**config.mk**
```make
export PLATFORM = sky130hd
export DESIGN_NAME = hazard_ctrl
export DESIGN_NICKNAME = d
export VERILOG_FILES = /design/src/rtl/hazard_ctrl_pkg.sv /design/src/rtl/hazard_ctrl_perf_counter.sv /design/src/rtl/hazard_ctrl.sv
export SDC_FILE = /design/constraint.sdc
export NUM_CORES = 1
export LEC_CHECK = 0
export ABC_AREA = 1
export BUFFER_PORTS_ARGS = -buffer_cell sky130_fd_sc_hd__buf_2
export CAP_MARGIN = 30
export CORE_MARGIN = 10
export CORE_UTILIZATION = 40
export CTS_CLUSTER_DIAMETER = 40
export DETAILED_ROUTE_END_ITERATION = 8
export GPL_TIMING_DRIVEN = 0
export PLACE_DENSITY_LB_ADDON = 0.2
export SKIP_CTS_REPAIR_TIMING = 1
export SLEW_MARGIN = 10
export SYNTH_ARGS = -nofsm -noshare
export SYNTH_HDL_FRONTEND = slang
export SYNTH_SLANG_ARGS = --single-unit
```
**constraint.sdc**
```tcl
create_clock -name clk_i -period 1.45 [get_ports clk_i]
set_input_delay 0.2175 -clock clk_i [delete_from_list [all_inputs] [get_ports clk_i]]
set_output_delay 0.2175 -clock clk_i [all_outputs]
set_load 0.05 [all_outputs]
```
**src/rtl/hazard_ctrl_pkg.sv**
```systemverilog
// Shared pipeline definitions: hazard FSM encoding, watchdog limit, x0 index and control bundle.
// Pure types/constants; no latency or backpressure of its own.
package hazard_ctrl_pkg;

    typedef enum logic {
        ST_RUN      = 1'b0,
        ST_MEM_WAIT = 1'b1
    } state_t;

    localparam logic [7:0] WAIT_LIMIT = 8'd255;
    localparam logic [4:0] REG_X0     = 5'd0;

    typedef struct packed {
        logic no_op;
        logic pc_write;
        logic ifid_write;
        logic flush;
        logic freeze;
    } ctrl_t;

    localparam ctrl_t CTRL_DEFAULT = '{no_op: 1'b0, pc_write: 1'b1, ifid_write: 1'b1,
                                       flush: 1'b0, freeze: 1'b0};
    localparam ctrl_t CTRL_FREEZE  = '{no_op: 1'b0, pc_write: 1'b0, ifid_write: 1'b0,
                                       flush: 1'b0, freeze: 1'b1};
    localparam ctrl_t CTRL_STALL   = '{no_op: 1'b1, pc_write: 1'b0, ifid_write: 1'b0,
                                       flush: 1'b0, freeze: 1'b0};
    localparam ctrl_t CTRL_FLUSH   = '{no_op: 1'b0, pc_write: 1'b1, ifid_write: 1'b1,
                                       flush: 1'b1, freeze: 1'b0};

    function automatic logic load_use(input logic       mem_read,
                                      input logic [4:0] ex_rd,
                                      input logic [4:0] id_rs1,
                                      input logic [4:0] id_rs2);
        return mem_read && (ex_rd != REG_X0) && ((ex_rd == id_rs1) || (ex_rd == id_rs2));
    endfunction

endpackage

```
**src/rtl/hazard_ctrl_perf_counter.sv**
```systemverilog
// Enable-increment event counter, wraps to zero on overflow.
// Latency: one cycle from enable to count; no backpressure.
module perf_counter
    import hazard_ctrl_pkg::*;
#(
    parameter int W = 32
) (
    input  logic         clk_i,
    input  logic         rst_i,
    input  logic         en_i,
    output logic [W-1:0] cnt_o
);

    logic [W-1:0] cnt_q;

    always_ff @(posedge clk_i) begin
        if (rst_i) begin
            cnt_q <= '0;
        end else if (en_i) begin
            cnt_q <= cnt_q + {{(W-1){1'b0}}, 1'b1};
        end
    end

    assign cnt_o = cnt_q;

endmodule

```
**src/rtl/hazard_ctrl.sv**
```systemverilog
// Pipeline hazard control: memory freeze > load-use stall > branch flush, plus stall/flush counters and a memory-wait watchdog.
// Latency: control outputs are combinational (same cycle); counters and watchdog update on the next edge; no backpressure.
module hazard_ctrl
    import hazard_ctrl_pkg::*;
(
    input  logic        clk_i,
    input  logic        rst_i,
    input  logic [4:0]  IDrs1_i,
    input  logic [4:0]  IDrs2_i,
    input  logic [4:0]  EXrd_i,
    input  logic        EXMemRead_i,
    input  logic        BranchTaken_i,
    input  logic        DmemReq_i,
    input  logic        DmemAck_i,
    output logic        No_op_o,
    output logic        PCWrite_o,
    output logic        IFIDWrite_o,
    output logic        Flush_o,
    output logic        Freeze_o,
    output logic [31:0] StallCnt_o,
    output logic [31:0] FlushCnt_o,
    output logic        Timeout_o
);

    state_t     state;
    logic [7:0] wait_cnt;
    logic       timeout_q;
    logic       mem_busy;
    ctrl_t      ctrl;

    // In MEM_WAIT any cycle without ack keeps the back end frozen, regardless of DmemReq_i.
    always_comb begin
        mem_busy = (state == ST_MEM_WAIT) ? ~DmemAck_i : (DmemReq_i & ~DmemAck_i);
        ctrl     = CTRL_DEFAULT;
        if (!rst_i) begin
            if (mem_busy) begin
                ctrl = CTRL_FREEZE;
            end else if (load_use(EXMemRead_i, EXrd_i, IDrs1_i, IDrs2_i)) begin
                ctrl = CTRL_STALL;
            end else if (BranchTaken_i) begin
                ctrl = CTRL_FLUSH;
            end
        end
    end

    always_ff @(posedge clk_i) begin
        if (rst_i) begin
            state     <= ST_RUN;
            wait_cnt  <= '0;
            timeout_q <= 1'b0;
        end else begin
            case (state)
                ST_RUN: begin
                    if (DmemReq_i && !DmemAck_i) begin
                        state    <= ST_MEM_WAIT;
                        wait_cnt <= '0;
                    end
                end
                ST_MEM_WAIT: begin
                    if (DmemAck_i) begin
                        state <= ST_RUN;
                    end else if (wait_cnt != WAIT_LIMIT) begin
                        // Saturate at the limit; the error flag stays sticky until reset.
                        wait_cnt <= wait_cnt + 8'd1;
                        if (wait_cnt + 8'd1 == WAIT_LIMIT) begin
                            timeout_q <= 1'b1;
                        end
                    end
                end
                default: state <= ST_RUN;
            endcase
        end
    end

    perf_counter #(.W(32)) u_stall_cnt (
        .clk_i (clk_i),
        .rst_i (rst_i),
        .en_i  (ctrl.freeze | ctrl.no_op),
        .cnt_o (StallCnt_o)
    );

    perf_counter #(.W(32)) u_flush_cnt (
        .clk_i (clk_i),
        .rst_i (rst_i),
        .en_i  (ctrl.flush),
        .cnt_o (FlushCnt_o)
    );

    assign No_op_o     = ctrl.no_op;
    assign PCWrite_o   = ctrl.pc_write;
    assign IFIDWrite_o = ctrl.ifid_write;
    assign Flush_o     = ctrl.flush;
    assign Freeze_o    = ctrl.freeze;
    assign Timeout_o   = timeout_q;

endmodule

```
# Yosys cells after proc, flatten, opt, wreduce, memory -nomap -nowiden
# Cells that the tools add are included.
[totals]
register_bits = 74
latch_bits = 0
ramBits = 0
rom_bits = 0
input_bits = 21
output_inout_bits = 70
elab_cells = 39
n_memories = 0
[op_classes]
add_sub_neg = 3
mul = 0
div_mod_pow = 0
order_cmp = 0
eq_ne = 7
shifts = 0
mux = 12
n_bitwise = 4
n_reduce_logical = 8
[op_table]
columns = ["cell", "count"]
rows = [
  ["$add 32x1->32 const B", 2],
  ["$mux 8", 3],
  ["$pmux 8 s2", 1],
  ["$mux 5", 3],
  ["$eq 5x5->1", 2],
  ["$add 8x1->8 const B", 1],
  ["$eq 8x8->1 const B", 1],
  ["$ne 8x8->1 const B", 1],
  ["$reduce_bool 5->1", 1],
  ["$ne 2x2->1 const B", 2],
  ["$reduce_and 4->1", 1],
  ["$logic_and 1x1->1", 3],
  ["$mux 1", 3],
  ["$reduce_and 3->1", 1],
  ["$mux 2", 1],
  ["$ne 2x1->1 const B", 1],
  ["$not 1->1", 2],
  ["$pmux 1 s2", 1],
  ["$and 1x1->1", 1],
  ["$logic_not 1->1", 1],
  ["$logic_or 1x1->1", 1],
  ["$or 1x1->1", 1],
]

# Depth between registers and ports, before layout
[logic_depth]
ltp_word = 7
ltp_mapped = 13
ltp_nobuf = 12

# By module
# Synthesis repeated with hierarchy kept, for this count alone.
[unflattened]
hier_cells = 650
hier_area_um2 = 4374.2
[modules_own_cells]
columns = ["module", "n_inst", "cells_each", "area_per_inst_um2", "seq_area_each_um2"]
rows = [
  ["perf_counter", 2, 263, 1793.0, 640.6],
  ["hazard_ctrl", 1, 124, 788.3, 200.2],
]

# Worst setup path after synthesis
# No wires, ideal clock.
[synth_path]
kind = "register to output"
startpoint = "register state"
endpoint = "output No_op_o"
arrival_time_ps = 1924
t_required_ps = 1233
path_slack_ps = -691
path_stages_with_launch = 5
path_buffers = 1
cell_sequence = "dfxtp_1 clkbuf_1 o21ai_4 inv_1 nor3_1"
[synth_between]
elab_chain_len = 3
[synth_lines]
columns = ["element", "line_no", "rtl"]
rows = [
  ["start: declaration", "hazard_ctrl.sv:25", "state_t state;"],
  ["start signal: assignment", "hazard_ctrl.sv:48", "state <= ST_RUN;"],
  ["start signal: assignment", "hazard_ctrl.sv:55", "state <= ST_MEM_WAIT;"],
  ["start signal: assignment", "hazard_ctrl.sv:61", "state <= ST_RUN;"],
  ["$mux 1", "hazard_ctrl.sv:33", "mem_busy = (state == ST_MEM_WAIT) ? ~DmemAck_i : (DmemReq_i & ~DmemAck_i);"],
  ["$mux 5", "hazard_ctrl.sv:36", "if (mem_busy) begin"],
  ["$mux 5", "hazard_ctrl.sv:35", "if (!rst_i) begin"],
  ["end: declaration", "hazard_ctrl.sv:15", "output logic No_op_o,"],
]
# Every way passes these cells.

# Final worst setup path
[layout_path]
startpoint = "register state"
endpoint = "output Flush_o"
[layout_between]
elab_chain_len = 3
[layout_lines]
columns = ["element", "line_no", "rtl"]
rows = [
  ["$mux 1", "hazard_ctrl.sv:33", ""],
  ["$mux 5", "hazard_ctrl.sv:36", ""],
  ["$mux 5", "hazard_ctrl.sv:35", ""],
  ["end: declaration", "hazard_ctrl.sv:18", "output logic Flush_o,"],
]
# Every way passes these cells.

==> metrics.log <==
[metrics] outcome: finished, violations left
[metrics] violated checks: negative setup slack
[metrics] TritonCTS clock tree: built
[metrics] Max Fanout on Critical Path: 6
[metrics] P_int: 0.00401 W
[metrics] clock root buffer master: sky130_fd_sc_hd__clkbuf_16
[metrics] layout cell share with drive strength beyond 1: 42.5%
[metrics] switching part of the total: 25.5%
[metrics] total gr overflow: 0
[metrics] Final WS setup: -0.371 ns
[metrics] Reg clk slew, reported paths: around 0.06 ns
[metrics] RSZ-0062 raised after global routing: yes
[metrics] category of cells accounting for the largest share of critical-path delay: buffers and inverters
[metrics] number of antenna diodes: 0
[metrics] number of I/O port buffers: between 80 and 90
[metrics] nets: 933
[metrics] insertion delay of the later-clocked pin in the worst-skew pair: about 0.35 ns
[metrics] final core utilization: between 60% and 70%
[metrics] sum of net half-perimeters after detailed placement: 11100 um
[metrics] antenna-violating nets left: 0
[metrics] horizontal die dimension: 127 um
[metrics] kind of start point of the critical path: flop
[metrics] post-synth design cell area: between 4000 and 5000 um^2
[metrics] overall via count from detail_route: 5465
[metrics] asr flop ratio synth: 0%
[metrics] minimum clock period: 1.82 ns
[metrics] largest family of logic cells by synthesized area: simple AND/OR/NAND/NOR gates
[metrics] buffers plus inverters on the worst setup path: 3
[metrics] number of different library cells in the post-synthesis netlist: 35
[metrics] Avg Synthesized Cell Area: ~6.1 um^2
[metrics] compound-gate portion of the synthesized area: around 6.2%
[metrics] cells traversed along the worst timing path: buf_8, o21ai_4, nand3_2, buf_8, nor2_4, buf_8
[metrics] count of flip-flops with a built-in enable after synthesis: 0
[metrics] adder-cell share of the synthesized area: 1.10%
[metrics] area of the die: 16000 um^2
[metrics] net count after synthesis: 772
[metrics] core box area: 11000 um^2
[metrics] share of synthesized cell area in and, or, nand and nor gates: 45.7%
[metrics] Fillers: 919
[metrics] area overhead of the layout relative to synthesis: 57.2%
[metrics] Setup violations, final: 62
[metrics] wire length of the first global-routing pass: 22900 um
[metrics] number of flip-flops and latches in the synthesized netlist: 74
[metrics] TritonCTS buffer count: 9
[metrics] worst clock skew on the final layout: 0.00577 ns
[metrics] I/O pin count: 91
[metrics] initial core utilization: 41.4%
[metrics] Slew Limit Headroom: about 47%
[metrics] number of max-slew violations in the final report: 0
[metrics] Largest stage delay, worst path: between 0.3 and 0.4 ns
[metrics] Detailed Route Iter0 Violations: 465
[metrics] sink count of the clock tree: 74
[metrics] post-route fraction of the period consumed by the critical path: 126%
[metrics] vias in the first global route: 4684
[metrics] Vias/cell: 5.19
[metrics] maximum buffer depth of the clock tree: 2
[metrics] Worst EP required: 1.23 ns
[metrics] multiplexer area fraction after synthesis: 0%
[metrics] initial antenna violation count: 0
[metrics] top_reg_cell synth: sky130_fd_sc_hd__dfxtp_1
[metrics] sequential share of power: 37.8%
[metrics] capturing element type of the critical path: output port
[metrics] maximum number of pins on one net before global-route repair: 14
[metrics] crit path DAT: ~1.6 ns
[metrics] placed standard-cell area: 5520 um^2
[metrics] design area: 7140 um^2
[metrics] htree depth: 3
[metrics] Final Wtd Congestion: 0.948
[metrics] switching power total: approximately 0.0014 W
[metrics] clock network power share: just under 50%
[metrics] Yosys warnings: 0
[metrics] maximum capacitance violations: 0
[metrics] Fin Setup TNS: -10.27 ns
[metrics] Post-Syn Instances: ~750
[metrics] die boundary height: 127 um
[metrics] number of detailed-routing iterations run before antenna repair: 5
[metrics] total routed wirelength: 16700 um
[metrics] category of the critical setup timing path: flop to output port
[metrics] worst hold slack after final layout: 0.267 ns
[metrics] post-DR wirelength/cell: 15.9 um
[metrics] sequential cell area fraction in the yosys report: 32.6%
[metrics] kind of path behind the tightest hold check: input pin to flop
[metrics] combinational fraction of design power: 13.3%
[metrics] post-synthesis xor/xnor area fraction: 4.05%
[metrics] global-route usage over all layers: 17.1%
[metrics] static power due to leakage: 3.35 nW
[metrics] pin slew with the least headroom to its limit: 0.800 ns
[metrics] Placement Rows: 38
[metrics] most repeated library cell on the critical path: sky130_fd_sc_hd__buf_8
[metrics] slowest stage cell, crit path: sky130_fd_sc_hd__dfxtp_2
[metrics] dpl ws: -0.527 ns
[metrics] Final Hold Viols: 0
[metrics] post-route DRC violation count: 0
[metrics] worst voltage drop across the vdd grid: 0.000494 V
[metrics] cell area power density: 754 nW/um^2
[metrics] highest achievable clock rate: 549 MHz
-- synth_stat cells, types with 2 or more instances --
cell,number,area share [%]
sky130_fd_sc_hd__nand2_1,216,18
sky130_fd_sc_hd__nor2_1,140,12
sky130_fd_sc_hd__inv_1,91,7.5
sky130_fd_sc_hd__dfxtp_1,74,33
sky130_fd_sc_hd__nand4_1,36,5.0
sky130_fd_sc_hd__nor3_1,33,3.6
sky130_fd_sc_hd__a21oi_1,32,3.5
sky130_fd_sc_hd__nand3_1,32,3.5
sky130_fd_sc_hd__o21ai_0,15,1.7
sky130_fd_sc_hd__xor2_1,14,2.7
sky130_fd_sc_hd__clkbuf_1,11,0.91
sky130_fd_sc_hd__xnor2_1,7,1.3
sky130_fd_sc_hd__buf_2,5,0.55
sky130_fd_sc_hd__inv_2,5,0.41
sky130_fd_sc_hd__buf_4,4,0.66
sky130_fd_sc_hd__ha_1,4,1.1
sky130_fd_sc_hd__nand2_4,3,0.74
sky130_fd_sc_hd__nand3b_1,3,0.50
sky130_fd_sc_hd__nor3_2,3,0.66
sky130_fd_sc_hd__and3_1,2,0.28
sky130_fd_sc_hd__nor3b_1,2,0.33
sky130_fd_sc_hd__nor4_1,2,0.28
-- flip-flops by register name, summed over array words and instances (netlist names) --
name and count:
u_flush_cnt.cnt_o 32, u_stall_cnt.cnt_o 32, wait_cnt 8, Timeout_o 1, state 1
-- layout by cell type, fill, tap and decap left out, types with 4 or more instances in the layout --
master and instances:
sky130_fd_sc_hd__a21oi_1 18, sky130_fd_sc_hd__a21oi_2 11, sky130_fd_sc_hd__a21oi_4 4, sky130_fd_sc_hd__buf_12 6
sky130_fd_sc_hd__buf_2 85, sky130_fd_sc_hd__buf_4 47, sky130_fd_sc_hd__buf_6 14, sky130_fd_sc_hd__buf_8 5
sky130_fd_sc_hd__clkbuf_1 10, sky130_fd_sc_hd__clkbuf_16 14, sky130_fd_sc_hd__clkinvlp_4 4, sky130_fd_sc_hd__dfxtp_1 16
sky130_fd_sc_hd__dfxtp_2 21, sky130_fd_sc_hd__dfxtp_4 37, sky130_fd_sc_hd__inv_1 82, sky130_fd_sc_hd__inv_2 9
sky130_fd_sc_hd__nand2_1 185, sky130_fd_sc_hd__nand2_2 22, sky130_fd_sc_hd__nand2_4 13, sky130_fd_sc_hd__nand3_1 15
sky130_fd_sc_hd__nand3_2 13, sky130_fd_sc_hd__nand3_4 5, sky130_fd_sc_hd__nand4_1 36, sky130_fd_sc_hd__nor2_1 108
sky130_fd_sc_hd__nor2_2 17, sky130_fd_sc_hd__nor2_4 17, sky130_fd_sc_hd__nor3_1 14, sky130_fd_sc_hd__nor3_2 10
sky130_fd_sc_hd__nor3_4 12, sky130_fd_sc_hd__o21ai_0 6, sky130_fd_sc_hd__o21ai_1 4, sky130_fd_sc_hd__o21ai_2 5
sky130_fd_sc_hd__xnor2_1 6, sky130_fd_sc_hd__xor2_1 14
-- final cells by class --
type                    count  area [um^2]  area share (%)
plain buffers              21          186            2.61
repair buffers            149         1060            14.8
repair inverters            1         7.51           0.105
clock buffers              12          279            3.91
well taps                 140          175            2.45
multi-input cells         555         3330            46.7
clock inverters             4         70.1           0.981
flip-flops and latches     74         1650            23.1
inverters                  97          383            5.36
-- stage by stage --
step           cells  total power [W]
6_report        1053          0.00538
4_1_cts          992          0.00515
3_5_place_dp     976          0.00253
2_1_floorplan    747          0.00239
3_3_place_gp     976          0.00253
5_1_grt         1053          0.00552
-- worst register-to-register path, stage by stage, from the launching register on --
cell                       delay, ns
sky130_fd_sc_hd__dfxtp_4        0.38
sky130_fd_sc_hd__ha_4           0.15
sky130_fd_sc_hd__nand2_4        0.05
sky130_fd_sc_hd__nor2_4         0.10
sky130_fd_sc_hd__nand3b_1       0.13
sky130_fd_sc_hd__nor2_2         0.16
sky130_fd_sc_hd__nand2_1        0.09
sky130_fd_sc_hd__nor2_2         0.16
sky130_fd_sc_hd__inv_2          0.08
sky130_fd_sc_hd__nor2_4         0.12
sky130_fd_sc_hd__nand3_2        0.07
sky130_fd_sc_hd__nand2_1        0.07
sky130_fd_sc_hd__nor2_1         0.05
-- routing by layer --
layer  vias up  track usage, %  wire [um]
met1      2530            21.3       7080
met4         0            5.96        394
met2       193            28.5       8340
met5         -               0          0
li1       2705               -          -
met3        37            3.46        916
-- power by group through the flow --
stage	logic, W	registers (W)	clock network, W
after floorplan	0.000277	0.00212	0
after global placement	0.000447	0.00208	0
after detailed placement	0.000453	0.00208	0
after CTS	0.000455	0.00204	0.00265
after global routing	0.000756	0.00204	0.00273
final	0.000713	0.00204	0.00263
-- path summary, 6_finish.rpt --
kind / end / start / cells after the start / slack (ns)
setup / recovery: Flush_o / state / 6 / -0.37
hold / removal: u_stall_cnt.cnt_o[15] / rst_i / 2 / 0.27
setup reg to reg: u_flush_cnt.cnt_o[28] / u_flush_cnt.cnt_o[0] / 12 / -0.29
hold reg to reg: Timeout_o / Timeout_o / 2 / 0.45
-- cells by family (layout without fill, tap and decap cells) --
| kind of cell | count (synthesis) | after routing |
|---|---|---|
| and+or+nand+nor | 478 | 478 |
| buffers and inverters | 118 | 284 |
| DFF | 74 | 74 |
| AOI/OAI and AO/OA | 52 | 52 |
| xor gates and xnor gates | 21 | 21 |
| adders and majority gates | 4 | 4 |
No activity file was read; power rests on OpenSTA's default activity.
